## src/rtl/wb_ps2_rx_if.sv

```systemverilog
`timescale 1ns / 1ps
`default_nettype none
// ============================================================================
// Module   : wb_ps2_rx_if
// Purpose  : Wishbone classic slave bus bundle for the PS/2 receiver.
// Revision : 1.0  initial release
// ============================================================================
interface wb_ps2_rx_if;
    logic [31:0] wb_adr_i;
    logic [31:0] wb_dat_i;
    logic [31:0] wb_dat_o;
    logic [3:0]  wb_sel_i;
    logic        wb_stb_i;
    logic        wb_cyc_i;
    logic        wb_we_i;
    logic        wb_ack_o;

    modport master (
        output wb_adr_i, wb_dat_i, wb_sel_i, wb_stb_i, wb_cyc_i, wb_we_i,
        input  wb_dat_o, wb_ack_o
    );

    modport slave (
        input  wb_adr_i, wb_dat_i, wb_sel_i, wb_stb_i, wb_cyc_i, wb_we_i,
        output wb_dat_o, wb_ack_o
    );
endinterface
`default_nettype wire

```

## src/rtl/wb_ps2_rx.sv

```systemverilog
`timescale 1ns / 1ps
`default_nettype none
// ============================================================================
// Module   : wb_ps2_rx
// Purpose  : Wishbone PS/2 keyboard receiver with byte FIFO and level IRQ.
// Revision : 1.0  initial release
// ============================================================================
module wb_ps2_rx #(
    parameter int CLK_FREQ = 50000000,
    parameter int FIFO_AW  = 4,
    parameter int FILT_LEN = 8
) (
    input  logic        clk,
    input  logic        reset,
    wb_ps2_rx_if.slave  wb,
    output logic        intr,
    input  logic        ps2_clk,
    input  logic        ps2_dat
);

    localparam int         c_depth   = 2 ** FIFO_AW;
    localparam int         c_timeout = CLK_FREQ / 500;
    localparam int         c_to_w    = $clog2(c_timeout + 1);
    localparam int         c_filt_w  = $clog2(FILT_LEN + 1);

    localparam logic [1:0] c_idle    = 2'd0;
    localparam logic [1:0] c_data    = 2'd1;
    localparam logic [1:0] c_parity  = 2'd2;
    localparam logic [1:0] c_stop    = 2'd3;

    localparam logic [1:0] c_reg_rxdata = 2'd0;
    localparam logic [1:0] c_reg_status = 2'd1;
    localparam logic [1:0] c_reg_ctrl   = 2'd2;

    // input conditioning
    logic [1:0]          r_clk_sync;
    logic [1:0]          r_dat_sync;
    logic                r_clk_filt;
    logic [c_filt_w-1:0] r_filt_cnt;
    logic                r_sample;
    logic                w_filt_flip;

    // receiver
    logic [1:0]          r_state;
    logic [2:0]          r_bit_cnt;
    logic [7:0]          r_shift;
    logic                r_par;
    logic [c_to_w-1:0]   r_to_cnt;
    logic                w_timeout;
    logic                w_done;
    logic                w_par_ok;
    logic                w_stop_ok;
    logic                w_push;
    logic                w_set_ovr;
    logic                w_set_par;
    logic                w_set_frm;

    // FIFO
    logic [7:0]          r_mem [c_depth];
    logic [FIFO_AW-1:0]  r_wptr;
    logic [FIFO_AW-1:0]  r_rptr;
    logic [FIFO_AW:0]    r_count;
    logic                w_empty;
    logic                w_full;
    logic [7:0]          w_count8;

    // bus and registers
    logic                r_ack;
    logic [31:0]         r_dat_o;
    logic                r_ovr;
    logic                r_par_err;
    logic                r_frm_err;
    logic                r_enable;
    logic                r_irq_en;
    logic                r_intr;
    logic                w_access;
    logic                w_rd;
    logic                w_wr;
    logic                w_pop;
    logic [1:0]          w_reg;
    logic [2:0]          w_clr;
    logic [31:0]         w_rdata;
    logic                w_unused;

    assign w_unused = ^{wb.wb_sel_i, wb.wb_adr_i[31:4], wb.wb_adr_i[1:0],
                        wb.wb_dat_i[31:5]};

    // ------------------------------------------------------------------
    // Synchronisers, glitch filter and falling-edge sample pulse
    // ------------------------------------------------------------------
    assign w_filt_flip = (r_clk_sync[1] != r_clk_filt) &&
                         (r_filt_cnt == c_filt_w'(FILT_LEN - 1));

    always_ff @(posedge clk) begin
        if (reset) begin
            r_clk_sync <= 2'b11;
            r_dat_sync <= 2'b11;
            r_clk_filt <= 1'b1;
            r_filt_cnt <= '0;
            r_sample   <= 1'b0;
        end else begin
            r_clk_sync <= {r_clk_sync[0], ps2_clk};
            r_dat_sync <= {r_dat_sync[0], ps2_dat};
            r_sample   <= w_filt_flip & ~r_clk_sync[1];
            if (r_clk_sync[1] == r_clk_filt) begin
                r_filt_cnt <= '0;
            end else if (w_filt_flip) begin
                r_clk_filt <= r_clk_sync[1];
                r_filt_cnt <= '0;
            end else begin
                r_filt_cnt <= r_filt_cnt + 1'b1;
            end
        end
    end

    // ------------------------------------------------------------------
    // Frame receiver
    // ------------------------------------------------------------------
    assign w_timeout = r_enable && (r_state != c_idle) &&
                       (r_to_cnt == c_to_w'(c_timeout));
    assign w_done    = r_enable && r_sample && (r_state == c_stop) && !w_timeout;
    assign w_par_ok  = ^{r_shift, r_par};
    assign w_stop_ok = r_dat_sync[1];
    assign w_set_par = w_done & ~w_par_ok;
    assign w_set_frm = (w_done & w_par_ok & ~w_stop_ok) | w_timeout;
    // Overrun uses the pre-edge full flag, so a same-edge pop never frees a slot for this byte.
    assign w_set_ovr = w_done & w_par_ok & w_stop_ok & w_full;
    assign w_push    = w_done & w_par_ok & w_stop_ok & ~w_full;

    always_ff @(posedge clk) begin
        if (reset || !r_enable) begin
            r_state   <= c_idle;
            r_bit_cnt <= '0;
            r_shift   <= '0;
            r_par     <= 1'b0;
            r_to_cnt  <= '0;
        end else begin
            if (r_sample || r_state == c_idle) begin
                r_to_cnt <= '0;
            end else begin
                r_to_cnt <= r_to_cnt + 1'b1;
            end

            if (w_timeout) begin
                r_state <= c_idle;
            end else if (r_sample) begin
                case (r_state)
                    c_idle: begin
                        if (!r_dat_sync[1]) begin
                            r_state   <= c_data;
                            r_bit_cnt <= '0;
                        end
                    end
                    c_data: begin
                        r_shift   <= {r_dat_sync[1], r_shift[7:1]};
                        r_bit_cnt <= r_bit_cnt + 1'b1;
                        if (r_bit_cnt == 3'd7) begin
                            r_state <= c_parity;
                        end
                    end
                    c_parity: begin
                        r_par   <= r_dat_sync[1];
                        r_state <= c_stop;
                    end
                    default: begin
                        r_state <= c_idle;
                    end
                endcase
            end
        end
    end

    // ------------------------------------------------------------------
    // Register decode and read mux
    // ------------------------------------------------------------------
    assign w_access = wb.wb_stb_i & wb.wb_cyc_i & ~r_ack;
    assign w_rd     = w_access & ~wb.wb_we_i;
    assign w_wr     = w_access & wb.wb_we_i;
    assign w_reg    = wb.wb_adr_i[3:2];
    assign w_empty  = (r_count == '0);
    assign w_full   = (r_count == (FIFO_AW + 1)'(c_depth));
    assign w_count8 = 8'(r_count);
    assign w_pop    = w_rd && (w_reg == c_reg_rxdata) && !w_empty;
    assign w_clr    = (w_wr && w_reg == c_reg_status) ? wb.wb_dat_i[4:2] : 3'b000;

    always_comb begin
        w_rdata = '0;
        case (w_reg)
            c_reg_rxdata: begin
                if (!w_empty) begin
                    w_rdata[7:0] = r_mem[r_rptr];
                end
            end
            c_reg_status: begin
                w_rdata[0]    = ~w_empty;
                w_rdata[1]    = w_full;
                w_rdata[2]    = r_ovr;
                w_rdata[3]    = r_par_err;
                w_rdata[4]    = r_frm_err;
                w_rdata[15:8] = w_count8;
            end
            c_reg_ctrl: begin
                w_rdata[0] = r_enable;
                w_rdata[1] = r_irq_en;
            end
            default: begin
                w_rdata = '0;
            end
        endcase
    end

    // ------------------------------------------------------------------
    // Bus handshake, flags, control and FIFO pointers
    // ------------------------------------------------------------------
    always_ff @(posedge clk) begin
        if (reset) begin
            r_ack     <= 1'b0;
            r_dat_o   <= '0;
            r_ovr     <= 1'b0;
            r_par_err <= 1'b0;
            r_frm_err <= 1'b0;
            r_enable  <= 1'b1;
            r_irq_en  <= 1'b0;
            r_intr    <= 1'b0;
            r_wptr    <= '0;
            r_rptr    <= '0;
            r_count   <= '0;
        end else begin
            r_ack   <= w_access;
            r_dat_o <= w_rd ? w_rdata : '0;
            r_intr  <= r_irq_en & ~w_empty;

            if (w_wr && w_reg == c_reg_ctrl) begin
                r_enable <= wb.wb_dat_i[0];
                r_irq_en <= wb.wb_dat_i[1];
            end

            // a same-edge set beats the write-to-clear
            r_ovr     <= (r_ovr     & ~w_clr[0]) | w_set_ovr;
            r_par_err <= (r_par_err & ~w_clr[1]) | w_set_par;
            r_frm_err <= (r_frm_err & ~w_clr[2]) | w_set_frm;

            if (w_push) begin
                r_wptr <= r_wptr + 1'b1;
            end
            if (w_pop) begin
                r_rptr <= r_rptr + 1'b1;
            end
            case ({w_push, w_pop})
                2'b10:   r_count <= r_count + 1'b1;
                2'b01:   r_count <= r_count - 1'b1;
                default: r_count <= r_count;
            endcase
        end
    end

    always_ff @(posedge clk) begin
        if (w_push) begin
            r_mem[r_wptr] <= r_shift;
        end
    end

    assign wb.wb_ack_o = r_ack;
    assign wb.wb_dat_o = r_dat_o;
    assign intr        = r_intr;

endmodule
`default_nettype wire

```

## src/flat_wrapper.sv

```systemverilog
// flat-port wrapper written by rule: the top's interface ports become plain ports
module wb_ps2_rx_flat 
#(
    parameter int CLK_FREQ = 50000000,
    parameter int FIFO_AW  = 4,
    parameter int FILT_LEN = 8
)
  (clk, reset, intr, ps2_clk, ps2_dat, wb_wb_adr_i, wb_wb_dat_i, wb_wb_sel_i, wb_wb_stb_i, wb_wb_cyc_i, wb_wb_we_i, wb_wb_dat_o, wb_wb_ack_o);
  wb_ps2_rx_if wb_i ();
  input  logic clk;
  input  logic reset;
  output logic intr;
  input  logic ps2_clk;
  input  logic ps2_dat;
  input wire logic [$bits(wb_i.wb_adr_i)-1:0] wb_wb_adr_i;
  input wire logic [$bits(wb_i.wb_dat_i)-1:0] wb_wb_dat_i;
  input wire logic [$bits(wb_i.wb_sel_i)-1:0] wb_wb_sel_i;
  input wire logic [$bits(wb_i.wb_stb_i)-1:0] wb_wb_stb_i;
  input wire logic [$bits(wb_i.wb_cyc_i)-1:0] wb_wb_cyc_i;
  input wire logic [$bits(wb_i.wb_we_i)-1:0] wb_wb_we_i;
  output wire logic [$bits(wb_i.wb_dat_o)-1:0] wb_wb_dat_o;
  output wire logic [$bits(wb_i.wb_ack_o)-1:0] wb_wb_ack_o;
  assign wb_i.wb_adr_i = wb_wb_adr_i;
  assign wb_i.wb_dat_i = wb_wb_dat_i;
  assign wb_i.wb_sel_i = wb_wb_sel_i;
  assign wb_i.wb_stb_i = wb_wb_stb_i;
  assign wb_i.wb_cyc_i = wb_wb_cyc_i;
  assign wb_i.wb_we_i = wb_wb_we_i;
  assign wb_wb_dat_o = wb_i.wb_dat_o;
  assign wb_wb_ack_o = wb_i.wb_ack_o;
  wb_ps2_rx #(.CLK_FREQ(CLK_FREQ), .FIFO_AW(FIFO_AW), .FILT_LEN(FILT_LEN)) u_core (.clk(clk), .reset(reset), .wb(wb_i), .intr(intr), .ps2_clk(ps2_clk), .ps2_dat(ps2_dat));
endmodule
```

## config.mk

```make
export PLATFORM = sky130hd
export DESIGN_NAME = wb_ps2_rx_flat
export DESIGN_NICKNAME = d
export VERILOG_FILES = /design/src/rtl/wb_ps2_rx_if.sv /design/src/rtl/wb_ps2_rx.sv /design/src/flat_wrapper.sv
export SDC_FILE = /design/constraint.sdc
export NUM_CORES = 1
export LEC_CHECK = 0
export ABC_AREA = 0
export CAP_MARGIN = 25
export CORE_ASPECT_RATIO = 0.5
export CORE_UTILIZATION = 59
export DETAILED_ROUTE_END_ITERATION = 8
export GPL_TIMING_DRIVEN = 1
export PLACE_DENSITY = 0.85
export SLEW_MARGIN = 20
export SYNTH_ARGS = -nofsm -noshare
export SYNTH_HDL_FRONTEND = slang
export SYNTH_SLANG_ARGS = --single-unit
```

## constraint.sdc

```tcl
create_clock -name clk -period 8.6 [get_ports clk]
set_input_delay 1.29 -clock clk [delete_from_list [all_inputs] [get_ports clk]]
set_output_delay 1.29 -clock clk [all_outputs]
set_load 0.03 [all_outputs]
```

Word level (Yosys, flattened, before mapping):

Memories as Yosys holds them, arrays and structs flattened. A register that Yosys moved wholly into a read port is not among the register bits.
Cells that the tools add are included.
W data, S select, Z words.

* register bits: 93
* bits in latches: 0
* bits in writable memories: 128
* bits in read-only memories: 0
* input port bits: 75
* output and inout bits: 34
* memories: 1

* add/sub/neg operators: 7
* multipliers: 0
* div/mod/pow operators: 0
* order comparisons: 0
* eq/ne operators: 15
* shift operators: 0
* mux-type cells: 14
* bitwise logic cells: 34
* reductions and logical operators: 33

Memories
* u_core.r_mem: words 16, bits a word 8, rd ports 1, clocked after memory_dff 1, wr ports 1, RTL line wb_ps2_rx.sv:59 `logic [7:0] r_mem [c_depth];`

Operators with widths (number)
* $add A17 B1 Y17 const B: 1
* $eq A17 B17 Y1 const B: 1
* $and A1 B1 Y1: 15
* $not A1 Y1: 15
* $add A4 B1 Y4 const B: 3
* $pmux W2 S3: 2
* $pmux W3 S2: 2
* $logic_and A1 B1 Y1: 10
* $pmux W5 S2: 1
* $reduce_and A3 Y1: 3
* $reduce_xor A9 Y1: 1
* $eq A2 B2 Y1 const B: 4
* $mux W4: 2
* $mux W8: 1
* $eq A2 B1 Y1 const B: 3
* $mux W3: 2
* $reduce_bool A2 Y1: 3
* $reduce_or A2 Y1: 3
* $reduce_or A3 Y1: 2
* $add A5 B1 Y5 const B: 1
* $eq A5 B5 Y1 const B: 1
* $logic_not A5 Y1: 1
* $sub A5 B1 Y5 const B: 1
* $eq A4 B3 Y1 const B: 1
* other kinds (15): 24

Logic depth before layout (Yosys ltp):

Gate-level depths: netlist (run 1).

* word-level depth: 10
* depth in mapped cells: 16
* depth with buffers taken out: 15

Worst setup path after synthesis (run 1):

OpenSTA, ideal clock, no wires.

* path type: input port to flip-flop
* from: in wb_wb_we_i
* to: reg u_core.r_count[4]
* arrival: 3.635 ns
* slack: 4.838 ns
* stages: 10
* path buffers: 0
* path through: nand4bb_1 -> a2111oi_4 -> ha_1 -> xor2_1 -> ha_1 -> a211o_1 -> a31o_2 -> a221oi_1 -> xnor2_1 -> nor2_1

* word-level cells in the longest chain between the ends: 6
* elaborated cells between the ends (all ways): 8
* those cells by class: 2 x eq/ne; 1 x mux; 2 x bitwise; 3 x reduce/logical

RTL lines
* start: declaration: RTL line flat_wrapper.sv:20 `input wire logic [$bits(wb_i.wb_we_i)-1:0] wb_wb_we_i;`
* $not A1 Y1 (*): RTL line wb_ps2_rx.sv:177 `assign w_rd = w_access & ~wb.wb_we_i;`
* $and A1 B1 Y1 (*): RTL line wb_ps2_rx.sv:177
* $logic_and A1 B1 Y1 (*) (2 in series): RTL line wb_ps2_rx.sv:183 `assign w_pop = w_rd && (w_reg == c_reg_rxdata) && !w_empty;`
* named net u_core.w_pop: RTL line wb_ps2_rx.sv:79 `logic w_pop;`
* $eq A2 B1 Y1 or $eq A2 B2 Y1 (tied branches): RTL line wb_ps2_rx.sv:249 `case ({w_push, w_pop})`
* $pmux W5 S2 or $reduce_bool A2 Y1 (tied branches)
* end signal: assignment: RTL line wb_ps2_rx.sv:250 `2'b10: r_count <= r_count + 1'b1;`
* end signal: assignment: RTL line wb_ps2_rx.sv:251 `2'b01: r_count <= r_count - 1'b1;`
* end signal: assignment: RTL line wb_ps2_rx.sv:252 `default: r_count <= r_count;`
* end: declaration: RTL line wb_ps2_rx.sv:62 `logic [FIFO_AW:0] r_count;`

The timed path passes the listed nets; every way through them passes the cells marked *.
A chain may end at the register's enable or synchronous reset.

Worst setup path after layout (run 1):

* from: reg u_core.r_shift[5]
* to: reg u_core.r_count[4]

* word-level cells in the longest chain between the ends: 6
* elaborated cells between the ends (all ways): 8
* those cells by class: 2 x eq/ne; 1 x mux; 3 x bitwise; 2 x reduce/logical

RTL lines
* start: declaration: RTL line wb_ps2_rx.sv:46 `logic [7:0] r_shift;`
* start signal: assignment: RTL line wb_ps2_rx.sv:155 `r_shift <= {r_dat_sync[1], r_shift[7:1]};`
* $reduce_xor A9 Y1 (*): RTL line wb_ps2_rx.sv:122 `assign w_par_ok = ^{r_shift, r_par};`
* $and A1 B1 Y1 (*) (3 in series): RTL line wb_ps2_rx.sv:128 `assign w_push = w_done & w_par_ok & w_stop_ok & ~w_full;`
* $eq A2 B1 Y1 or $eq A2 B2 Y1 (tied branches): RTL line wb_ps2_rx.sv:249
* $pmux W5 S2 or $reduce_bool A2 Y1 (tied branches)

Every way passes the cells marked *; elsewhere a longest branch is shown, timed or not.

==> impl_results.md, run 1 <==
- Status: completed
- NetSw: 0.349 mW
- Full die area: 15,000 um^2
- DRC: 0
- TritonCTS clock tree: built
- Least-Margin Pin Slew: 0.953 ns
- Initial Util: 0.617
- Final setup viols: 0
- Power per Cell Area: 194 nW/um^2
- FP Rows: 30
- Mapped Area: 8550 um^2
- Final worst path period need: 4.51 ns
- Die Wd: 172 um
- Synth Warn #: 0
- Clk_skew: 0.00792 ns
- ANT cells: 0
- Reg power frac: 0.566
- Fin. max-slew vios: 0
- Register area share after synthesis: 0.632
- FFs w/ async S/R, synth: 0
- Syn_area_per_cell: 14.6 um^2
- Critical path fanouts, max: 19
- Worst setup EP type: flop
- Number of global-route vias before repair: 4,640
- Number of fill cells: 896
- Commonest cells after routing, fill and taps aside: 128 x edfxtp_1, 77 x dfxtp_1, 52 x nor2_1, 35 x mux4_2, 31 x nand2_1
- Total track usage: 0.224
- Area of the multi-input gates: 2900 um^2
- Area grow syn2layout: 10.9%
- CP required: 8.93 ns
- Crit Path Class: flop to flop
- Area contributors post-synth: edfxtp_1 45%, dfxtp_1 18%, mux4_2 9.2%
- Drt first pass iters: 4
- Post-Syn Instances: 586
- Comb power frac: 0.015
- Clk pwr share: 0.419
- Clk sink count: 206
- Main synth FF type: edfxtp_1
- Clock buffer count from CTS: 18
- H-tree Lvls: 1
- # Max-Cap Violations: 0
- Count of final hold-check violations: 0
- DP Wirelength: 10,200 um
- DR iter-0 viols: 303
- Post-CTS Resized: 0
- Post-synth top area share: 0.450
- Clock Pin Slew Worst Setup and Hold Paths: 0.07 ns
- Total Power: 1.84 mW
- EDFF count, synth: 128
- VDD IR-drop max: 0.106 mV
- Crit path arrival time: 4.84 ns
- Unrepaired setup endpoints after global routing: false
- Post-synth top area cell: edfxtp_1
- Share of cells above drive strength 1: 0.131
- Sw frac: 0.190
- Post-CTS setup buffers: 0
- Internal: 1.49 mW
- Nets: 709
- Leakage power: 2.84 nW
- Overflow after GRT: 0
- Hold slack: 0.413 ns
- CTS Hold Buffers Added: 0
- Register bit count reported by yosys: 206
- Routed WL: 15,900 um
- Clk Latency, worst-skew pair: 0.48 ns
- Pin count of the biggest net entering global routing: 33
- Die height: 87.1 um
- First-pass GRT wire length: 25,000 um
- Synth cell types: 61
- Register cell area after layout: 5410 um^2
- DR vias/cell: 5.86
- Initial antenna violation count: 0
- Commonest non-fill, non-tap cell in the layout: edfxtp_1
- Root buffer cell: clkbuf_16
- Top-level I/O count: 109
- Worst Hold Class: flop to flop
- Max Fclk: 222 MHz
- Post-route ant nets: 0
- Via Count: 4,792
- Setup TNS: 0 ns
- PortBufs: 28
- Slew HR: 0.363
- Worst Setup Start Kind: flop
- Clock buffer depth: 3
- Final Cycle Share: 0.525
- Placer Congestion: 0.777
- Core area: 13,900 um^2
- DR WL/cell: 19.5 um
cell families after synthesis:
logic type / Yosys count / synth area share
AO/OA/AOI/OAI: 40 / 0.0351
XOR/XNOR: 31 / 0.0343
adder cells (fa/ha/maj): 18 / 0.0263
buffers and inverters: 57 / 0.0367
flip-flops: 206 / 0.632
multiplexers: 60 / 0.126
other: 1 / 0.000439
AND/OR/NAND/NOR: 173 / 0.109
path summary, 6_finish.rpt:
path / slack (ns) / cells past startpoint / startpoint / endpoint
setup / recovery: 4.09 / 13 / u_core.r_shift[5]$_SDFFE_PP0P_ / u_core.r_count[4]$_SDFFE_PP0P_
hold / removal: 0.41 / 1 / u_core.r_dat_sync[0]$_SDFF_PP1_ / u_core.r_dat_sync[1]$_SDFF_PP1_
setup reg to reg: 4.09 / 13 / u_core.r_shift[5]$_SDFFE_PP0P_ / u_core.r_count[4]$_SDFFE_PP0P_
hold reg to reg: 0.41 / 1 / u_core.r_dat_sync[0]$_SDFF_PP1_ / u_core.r_dat_sync[1]$_SDFF_PP1_
synthesized netlist by cell type, types with 2 or more instances:
library cell	instances
a211oi_1	7
a21oi_1	10
and2_1	9
and3_1	12
and3b_1	2
and4_1	5
buf_1	2
buf_2	4
buf_4	19
clkbuf_1	14
dfxtp_1	78
edfxtp_1	128
ha_1	18
inv_1	16
mux2i_1	21
mux4_1	2
mux4_2	35
nand2_1	31
nand3_1	6
nand3b_1	2
nand4_1	7
nor2_1	52
nor2b_1	8
nor3_1	8
nor3b_1	3
nor4b_1	3
nor4bb_1	2
o211a_1	2
o211ai_1	3
o21a_1	2
o21ai_0	2
o21ai_1	4
o31ai_1	2
or2_2	7
or3_1	4
or4_1	4
xnor2_1	13
xor2_1	16
power groups by stage:
| stage | combinational, mW | sequential [mW] | clock [mW] |
|---|---|---|---|
| global placement | 0.0272 | 1.06 | 0 |
| detailed placement | 0.0276 | 1.06 | 0 |
| finish | 0.0276 | 1.04 | 0.769 |
| floorplan | 0.0242 | 1.06 | 0 |
| global route | 0.0306 | 1.04 | 0.814 |
| CTS | 0.0277 | 1.04 | 0.778 |
registers in the layout (all words and copies together), names as in the netlist, 2 cells and up, named ones only:
register / flops
u_core.r_bit_cnt: 3
u_core.r_clk_sync: 2
u_core.r_count: 5
u_core.r_dat_sync: 2
u_core.r_filt_cnt: 4
u_core.r_mem: 128
u_core.r_rptr: 4
u_core.r_shift: 8
u_core.r_state: 2
u_core.r_to_cnt: 17
u_core.r_wptr: 4
u_core.wb.wb_dat_o: 13
through the flow:
stage / std cells / setup slack (ns) / utilization / area (um^2)
after floorplan: 604 / 4.84 / - / 8620
after global placement: 787 / 4.07 / 0.644 / 8910
after detailed placement: 787 / 4.02 / 0.644 / 8910
after CTS: 817 / 4.12 / 0.684 / 9470
after global routing: 818 / 3.75 / 0.685 / 9480
final: 818 / 4.09 / 0.685 / 9480
worst max-delay path, stage by stage (launching register included):
cell and delay (ns):
dfxtp_1 0.80, xnor2_1 0.21, xnor3_1 0.41, xnor2_2 0.22
nor3b_2 0.70, inv_1 0.16, ha_1 0.33, xor2_1 0.18
ha_1 0.24, a211o_1 0.28, a31o_2 0.24, a221oi_1 0.37
xnor2_1 0.16, nor2_1 0.05
area by class of cell:
type,count,area share
Sequential cell,206,0.570
Multi-Input combinational cell,341,0.305
Clock buffer,23,0.0528
Timing Repair Buffer,33,0.0339
Tap cell,192,0.0253
Inverter,16,0.00633
Clock inverter,7,0.00620
per-layer routing:
layer | part of all wire | up-vias | GRT usage
li1 | - | 2202 | -
met1 | 0.43 | 2376 | 0.313
met2 | 0.49 | 192 | 0.378
met3 | 0.069 | 22 | 0.0286
met4 | 0.015 | 0 | 0.0595
met5 | 0 | - | 0
Power figures use the tool's default switching activity.
==> run 2: changes to the inputs <==
--- a/config.mk
+++ b/config.mk
@@ -8,10 +8,10 @@
 export ABC_AREA = 0
 export CAP_MARGIN = 25
 export CORE_ASPECT_RATIO = 0.5
-export CORE_UTILIZATION = 59
+export CORE_UTILIZATION = 55
 export DETAILED_ROUTE_END_ITERATION = 8
 export GPL_TIMING_DRIVEN = 1
-export PLACE_DENSITY = 0.85
+export PLACE_DENSITY = 0.8
 export SLEW_MARGIN = 20
 export SYNTH_ARGS = -nofsm -noshare
 export SYNTH_HDL_FRONTEND = slang
==> constraint.sdc (replaced) <==
create_clock -name clk -period 4.2 [get_ports clk]
set_input_delay 0.63 -clock clk [delete_from_list [all_inputs] [get_ports clk]]
set_output_delay 0.63 -clock clk [all_outputs]
set_load 0.03 [all_outputs]
==> run 2 against run 1 <==
Against the previous run:
- critical path depth increased by 1
- sequential power grew 100%
- die area up 7.1%
- hold slack barely moved
- setup slack got worse by 3.9 ns
- global-route usage down 0.59 points
- clock skew grew 0.0051 ns
- sequential share of layout area fell by 0.84 points
- power grew 110%
- clock-buffer cell count increased by 2
- non-clock buffer count grew 9
- fmax rose by 14%
==> impl_results.md, run 2 (synthesis gave the netlist of run 1 again) <==
- Crit Path Class: flop to flop
- Max Fclk: 252 MHz
- Worst Hold Class: flop to flop
- Worst setup path startpoint: u_core.r_shift[5]$_SDFFE_PP0P_
- Hold slack: 0.413 ns
- Final Cycle Share: 0.946
- Fin. max-slew vios: 0
- Initial antenna violation count: 0
- Commonest non-fill, non-tap cell in the layout: edfxtp_1
- # Max-Cap Violations: 0
- Clk_skew: 0.0130 ns
- Die Wd: 178 um
- Register cell area after layout: 5410 um^2
- Number of fill cells: 1,056
- Total track usage: 0.219
- Area of the multi-input gates: 2900 um^2
- DRC: 0
- DR WL/cell: 19.8 um
- Commonest cells after routing, fill and taps aside: 128 x edfxtp_1, 76 x dfxtp_1, 52 x nor2_1, 35 x mux4_2, 31 x nand2_1
- Die height: 90.2 um
- Unrepaired setup endpoints after global routing: false
- Share of cells above drive strength 1: 0.147
- DR vias/cell: 5.78
- Worst slack at placement: 0.295 ns
- Crit path arrival time: 4.34 ns
- Fin util: 0.650
- ANT cells: 0
- Via Count: 4,832
- Top-level I/O count: 109
- Setup WS post-layout: 0.226 ns
- Leakage power: 2.92 nW
- Final worst path period need: 3.97 ns
- Setup TNS: 0 ns
- Post-route ant nets: 0
- Initial Util: 0.577
- R2R Path Start: u_core.r_shift[5]$_SDFFE_PP0P_
- DP Wirelength: 10,400 um
- Status: completed
- Core area: 14,800 um^2
- Critical path fanouts, max: 19
- DR iter-0 viols: 246
- Least-Margin Pin Slew: 1.01 ns
- Reg2Reg Depth: 14
- VDD IR-drop max: 0.240 mV
- Power per Cell Area: 409 nW/um^2
- Root buffer cell: clkbuf_16
- CTS Hold Buffers Added: 0
- H-tree Lvls: 1
- Min-delay src: u_core.r_clk_sync[0]$_SDFF_PP1_
- Final setup viols: 0
- Pin count of the biggest net entering global routing: 29
- Overflow after GRT: 0
- Clock Pin Slew Worst Setup and Hold Paths: 0.07 ns
- Routed WL: 16,500 um
- Worst setup EP type: flop
- CP required: 4.57 ns
- Worst Setup Start Kind: flop
- Count of final hold-check violations: 0
- Clock buffer count from CTS: 19
- Clock buffer depth: 3
- Clk Latency, worst-skew pair: 0.49 ns
- Biggest register: u_core.r_mem
- TritonCTS clock tree: built
- Max reg flops: 128
- Number of global-route vias before repair: 4,995
- First-pass GRT wire length: 26,600 um
- Drt first pass iters: 4
- Nets: 719
- Area grow syn2layout: 12.6%
- PortBufs: 28
- Hold Crit Depth: 1
- FP Rows: 31
- Clk sink count: 206
- Placer Congestion: 0.805
- Full die area: 16,100 um^2
- Slew HR: 0.326
run 2: what timing repair did:
action | 4_1_cts | 5_1_grt
buffers inserted | 0 | 0
setup endpoints to repair | 0 | 1
resized for setup | 0 | 1
run 2: per-layer routing:
metal	track usage	wire length [um]
met5	0	0
met2	0.367	8040
met3	0.0448	1300
met1	0.290	6850
met4	0.0586	352
run 2: power by group:
part / leakage [nW] / switching [mW] / internal [mW]
clock: 0.301 / 0.720 / 1.04
combinational: 1.11 / 0.0404 / 0.0174
sequential: 1.51 / 0.00190 / 2.12
run 2: worst paths after layout:
check,end,slack [ns]
worst min register to register,u_core.r_clk_sync[1]$_SDFF_PP1_,0.41
worst max-delay path,u_core.r_count[4]$_SDFFE_PP0P_,0.23
worst max register to register,u_core.r_count[4]$_SDFFE_PP0P_,0.23
worst min-delay path,u_core.r_clk_sync[1]$_SDFF_PP1_,0.41
run 2: stage by stage:
| stage | total power, mW | area (um^2) | std cells |
|---|---|---|---|
| 4_1_cts | 3.96 | 9610 | 835 |
| 3_5_place_dp | 2.23 | 8990 | 802 |
| 3_3_place_gp | 2.23 | 8990 | 802 |
| 5_1_grt | 4.04 | 9630 | 836 |
| 6_report | 3.94 | 9630 | 836 |
| 2_1_floorplan | 2.22 | 8620 | 604 |
run 2: critical path: stages (launching register included):
cell and delay [ns]:
dfxtp_1 0.79, xnor2_1 0.23, xnor3_1 0.42, xnor2_2 0.24, nor3b_2 0.20, buf_4 0.22
inv_1 0.09, ha_1 0.22, xor2_1 0.15, ha_1 0.22, a211o_1 0.27, a31o_2 0.24
a221oi_1 0.36, xnor2_1 0.16, nor2_1 0.05
run 2: area by class of cell:
cell class,instances,area share
clock buffers,25,0.0528
well taps,198,0.0257
clock inverters,8,0.0120
repair buffers,42,0.0408
multi-input cells,341,0.301
flip-flops and latches,206,0.562
inverters,16,0.00624
==> run 3: changes to the inputs <==
--- a/config.mk
+++ b/config.mk
@@ -9,9 +9,11 @@
 export CAP_MARGIN = 25
 export CORE_ASPECT_RATIO = 0.5
 export CORE_UTILIZATION = 55
+export CTS_CLUSTER_SIZE = 12
 export DETAILED_ROUTE_END_ITERATION = 8
 export GPL_TIMING_DRIVEN = 1
 export PLACE_DENSITY = 0.8
+export SETUP_SLACK_MARGIN = 0.02
 export SLEW_MARGIN = 20
 export SYNTH_ARGS = -nofsm -noshare
 export SYNTH_HDL_FRONTEND = slang
==> run 3 against run 2 <==
Against the previous run:
- final cell count rose by 0.48%
- via count unchanged
- fmax grew 4.1%
- critical path depth did not move
- largest cell class unchanged
- combinational power about the same
- clock power decreased by 5%
- hold slack lost 0.0015 ns
- utilization shrank 0.14 points
- final area shrank 0.22%
==> impl_results.md, run 3 (synthesis gave the netlist of run 1 again) <==
- Status: completed
- DP Wirelength: 10,400 um
- Routed length on met3: 1160 um
- Critical path fanouts, max: 19
- DR vias/cell: 5.75
- Setup TNS: 0 ns
- Die Wd: 178 um
- Reg power frac: 0.550
- Die height: 90.2 um
- Sw frac: 0.199
- CP required: 4.58 ns
- Max reg flops: 128
- Commonest cells after routing, fill and taps aside: 128 x edfxtp_1, 75 x dfxtp_1, 52 x nor2_1, 35 x mux4_2, 31 x nand2_1
- Initial antenna violation count: 0
- DR WL met2: 8120 um
- Clk sink count: 206
- DRC: 0
- Worst Hold Class: flop to flop
- Overflow after GRT: 0
- Top-level I/O count: 109
- Drt first pass iters: 4
- Fin. max-slew vios: 0
- Worst Setup Start Kind: flop
- CP top delay family: XOR/XNOR gates
- Met1 WL: 6940 um
- CP peak stage delay: 0.74 ns
- Internal: 3.10 mW
- Clock buffer depth: 3
- FP Rows: 31
- Placer Congestion: 0.805
- Final setup viols: 0
- Crit path arrival time: 4.19 ns
- Layout Cell Area excl Fill: 9610 um^2
- Clock buffer count from CTS: 21
- Total Power: 3.87 mW
- Clock Pin Slew Worst Setup and Hold Paths: 0.06 ns
- Slew HR: 0.369
- Crit Path Class: flop to flop
- Hold slack: 0.411 ns
- R2R Setup Slk: 0.38 ns
- Pin count of the biggest net entering global routing: 29
- Crit path cell chain: xnor2_1 -> xnor3_1 -> xnor2_2 -> nor3b_2 -> buf_4 -> inv_1 -> ha_1 -> xor2_1 -> ha_1 -> a211o_1 -> a31o_2 -> a221oi_1 -> xnor2_1 -> nor2_1
- WP depth: 14
- Routed WL: 16,700 um
- Reg-to-reg endpoint: u_core.r_count[4]$_SDFFE_PP0P_
- Final worst path period need: 3.82 ns
- Biggest register: u_core.r_mem
- ANT cells: 0
- Buf+Inv Stages, Crit Path: 2
- R2R Path Start: u_core.r_shift[4]$_SDFFE_PP0P_
- Least-Margin Pin Slew: 0.944 ns
- DR WL/cell: 19.9 um
- Worst setup path startpoint: u_core.r_shift[4]$_SDFFE_PP0P_
- NetSw: 0.770 mW
- CTS Hold Buffers Added: 0
- Max Fclk: 262 MHz
- H-tree Lvls: 1
- Top layer in use: met4
- Clk Latency, worst-skew pair: 0.50 ns
- Power per Cell Area: 403 nW/um^2
- Share of cells above drive strength 1: 0.143
- VDD IR-drop max: 0.241 mV
- Nets: 721
- Core area: 14,800 um^2
- Final Cycle Share: 0.909
- Initial Util: 0.577
- Total track usage: 0.219
- Root buffer cell: clkbuf_16
- Leakage power: 2.90 nW
- Slowest cell on the critical path: dfxtp_1
- Commonest non-fill, non-tap cell in the layout: edfxtp_1
- Via Count: 4,832
- First-pass GRT wire length: 26,300 um
- Worst setup EP type: flop
- Comb power frac: 0.015
- Unrepaired setup endpoints after global routing: false
- DR iter-0 viols: 290
- Count of final hold-check violations: 0
- Placement Cell Area: 8990 um^2
- CP endpoint: u_core.r_count[4]$_SDFFE_PP0P_
- Area grow syn2layout: 12.4%
- Reg2Reg Depth: 14
- Clk_skew: 0.0140 ns
- Number of global-route vias before repair: 4,969
- Post-route ant nets: 0
- PortBufs: 28
- # Max-Cap Violations: 0
- TritonCTS clock tree: built
- Clk pwr share: 0.435
- Full die area: 16,100 um^2
[run 3: routing by layer]
| metal | GRT usage | vias to the layer above |
|---|---|---|
| met5 | 0 | - |
| met4 | 0.0819 | 0 |
| met3 | 0.0491 | 34 |
| met2 | 0.363 | 192 |
| met1 | 0.283 | 2374 |
| li1 | - | 2232 |
[run 3: worst register-to-register path, cell delays in order (launching register included)]
cell      delay (ns)
dfxtp_1         0.74
xnor2_1         0.21
xnor3_1         0.28
xnor2_2         0.23
nor3b_2         0.20
buf_4           0.21
inv_1           0.09
ha_1            0.22
xor2_1          0.15
ha_1            0.23
a211o_1         0.30
a31o_2          0.26
a221oi_1        0.37
xnor2_1         0.16
nor2_1          0.05
[run 3: timing repair]
action                     in CTS  in global routing
buffers inserted                0                  0
setup endpoints to repair       0                  1
hold endpoints to repair        0                  0
gates resized for setup         0                  2
[run 3: power by group through the flow]
stage / sequential (mW) / clock [mW] / combinational [mW]
after floorplan: 2.17 / 0 / 0.0495
after global placement: 2.17 / 0 / 0.0568
after detailed placement: 2.17 / 0 / 0.0575
after CTS: 2.13 / 1.70 / 0.0576
after global routing: 2.13 / 1.78 / 0.0635
final: 2.13 / 1.68 / 0.0579
[run 3: worst min path at each step]
stage / start / to / slack [ns] / cells past startpoint
2_1_floorplan: u_core.r_clk_sync[0]$_SDFF_PP1_ / u_core.r_clk_sync[1]$_SDFF_PP1_ / 0.39 / 1
3_3_place_gp: u_core.r_clk_sync[0]$_SDFF_PP1_ / u_core.r_clk_sync[1]$_SDFF_PP1_ / 0.39 / 1
3_5_place_dp: u_core.r_clk_sync[0]$_SDFF_PP1_ / u_core.r_clk_sync[1]$_SDFF_PP1_ / 0.40 / 1
4_1_cts: u_core.r_clk_sync[0]$_SDFF_PP1_ / u_core.r_clk_sync[1]$_SDFF_PP1_ / 0.41 / 1
5_1_grt: u_core.r_clk_sync[0]$_SDFF_PP1_ / u_core.r_clk_sync[1]$_SDFF_PP1_ / 0.42 / 1
6_report: u_core.r_clk_sync[0]$_SDFF_PP1_ / u_core.r_clk_sync[1]$_SDFF_PP1_ / 0.41 / 1
[run 3: area by class of cell]
type / instances / area [um^2]
inverter: 16 / 60.1
multi-input combinational: 341 / 2900
timing repair buffer: 42 / 393
clock inverter: 1 / 8.76
fill: 1054 / 5210
tap: 198 / 248
clock buffer: 36 / 592
sequential: 206 / 5410
[run 3: per-stage QoR]
| step | utilization | worst slack [ns] | cells |
|---|---|---|---|
| 6_report | 0.648 | 0.382 | 840 |
| 3_3_place_gp | 0.607 | 0.464 | 802 |
| 5_1_grt | 0.648 | 0.168 | 840 |
| 2_1_floorplan | - | 0.595 | 604 |
| 3_5_place_dp | 0.607 | 0.295 | 802 |
| 4_1_cts | 0.647 | 0.184 | 839 |
==> patch: new RTL, flow settings as in run 2 <==
`r_dat_o` no longer has a reset.
--- a/src/rtl/wb_ps2_rx.sv
+++ b/src/rtl/wb_ps2_rx.sv
@@ -215,7 +215,6 @@
     always_ff @(posedge clk) begin
         if (reset) begin
             r_ack     <= 1'b0;
-            r_dat_o   <= '0;
             r_ovr     <= 1'b0;
             r_par_err <= 1'b0;
             r_frm_err <= 1'b0;
@@ -227,7 +226,6 @@
             r_count   <= '0;
         end else begin
             r_ack   <= w_access;
-            r_dat_o <= w_rd ? w_rdata : '0;
             r_intr  <= r_irq_en & ~w_empty;
 
             if (w_wr && w_reg == c_reg_ctrl) begin
@@ -255,6 +253,10 @@
     end
 
     always_ff @(posedge clk) begin
+        r_dat_o <= w_rd ? w_rdata : '0;
+    end
+
+    always_ff @(posedge clk) begin
         if (w_push) begin
             r_mem[r_wptr] <= r_shift;
         end
Behaviour: differs if reset is asserted again (counterexample within 4 cycles, from zero or initial values and one cycle with reset high); with reset held inactive, the same outputs for 10 cycles.
==> patch against run 2 <==
- sequential cell count unchanged
- final area down 0.62%
- setup slack better by 0.18 ns
- total power down 0.86%
- clock power down 2%
- cell count down 0.36%
- wire length down 5.5%
- critical path depth down 1
- fmax up 4.8%
- synthesized area down 0.70%
- combinational power down 2%
- global-route usage down 1.2 points
- critical endpoint unchanged
==> patch: results (changes against run 2) <==
For the layout filler cell count, the log shows 986 (-6.6%). By area the synthesized netlist is led by edfxtp_1 45%, dfxtp_1 18%, mux4_2 9.8%. Post-route clock skew: 0.01023 ns (-0.002772 ns). The internal power came out at 0.003170 W (-0.26%). Average cell area after synthesis: 14.61 sq um (+0.15%). The routability congestion estimate from global placement is 0.7737 (-3.9%), and the xor-xnor portion of the synthesized cell area is 3.449% (+0.024 points).

The power density of the placed cells was 408.3 mW/mm^2 (-0.24%). The maximum resistive drop on vdd was 0.0003227 V (+34%). The HPWL after detailed placement is 10300 um (-1.2%). The relative max-transition margin is 37.76% (+5.2 points). The mux cell area share after synthesis was 12.60% (about the same); the final hold slack was 0.4168 ns (+0.003924 ns).

The run finished with clean final reports. The tools report the post-placement setup slack as 0.4521 ns (+0.1569 ns). The met1 routed wirelength after detailed routing was 6918 um (+1.0%).

The clock latency on the worst-skew pair came out at 0.47 ns (-0.02 ns). The adder-cell share of the synthesized area was 2.653% (+0.019 points); the first-pass GRT wire length was 25190 um (-5.2%). The aggregate global-route resource usage is 20.64% (-1.2 points), and the met2 wire length is 7280 um (-9.4%). The power dissipated in combinational cells is 0.0000567 W (-2%), and the wire length after detailed routing is 15640 um (-5.5%). The number of antenna violations at the first check in global routing is 1 (+1), and the total leakage power is 2.866 nW (-1.8%). The synthesized-area fraction occupied by ao, oa, aoi and oai cells was 3.317% (-0.20 points); the via-per-instance ratio was 5.786 (+0.11%). The worst reg-to-reg path cell count is 13 (-1). The initial detailed-routing violation count was 377 (+53%); the detailed-route wire length per cell was 18.77 um (-5.1%). Delay of the slowest cell on the worst path: 0.76 ns (-0.03 ns). The number of search-and-repair iterations in the first detailed-routing pass was 5 (+1); the met1 usage was 28.97% (-0.057 points). For the final net count, the log shows 715 (-0.56%). By count the netlist is led by 128 x edfxtp_1, 78 x dfxtp_1, 53 x nor2_1. The logs give 799 (-0.37%) for the placed cell count and 58 (-4.9%) for the count of distinct cell types in the synthesized netlist. Met2 usage: 32.88% (-3.9 points). Routed wire length on met3: 1153 um (-11%). The global routing usage on met3 was 4.780% (+0.30 points); the reported net switching power was 0.0007367 W (-3.4%).
==> patch: cell count changes after synthesis, sizes merged, moves of 2 or more <==
cell,run 2,this run
nor3,8,12
a22o,0,3
nand2,31,28
xnor2,14,17
xor2,16,13
and3,12,10
inv,16,14
nor3b,4,6
o21ai,6,4
or4,4,2
==> patch: worst register-to-register path: stages (launching register included) <==
cell      delay (ns)
dfxtp_1         0.76
xnor2_1         0.20
xnor3_1         0.41
xnor2_2         0.22
nor3b_2         0.24
inv_1           0.09
ha_1            0.28
xor2_1          0.18
ha_1            0.22
a211o_1         0.28
a31o_2          0.24
a221oi_1        0.34
xnor2_1         0.16
nor2_1          0.05
==> patch: area by class of cell <==
class,instances,area share [%]
flip-flops and latches,206,56.51
multi-input cells,337,29.70
clock buffers,22,5.192
repair buffers,43,4.106
well taps,198,2.589
clock inverters,11,1.295
inverters,15,0.5885
diodes,1,0.02615
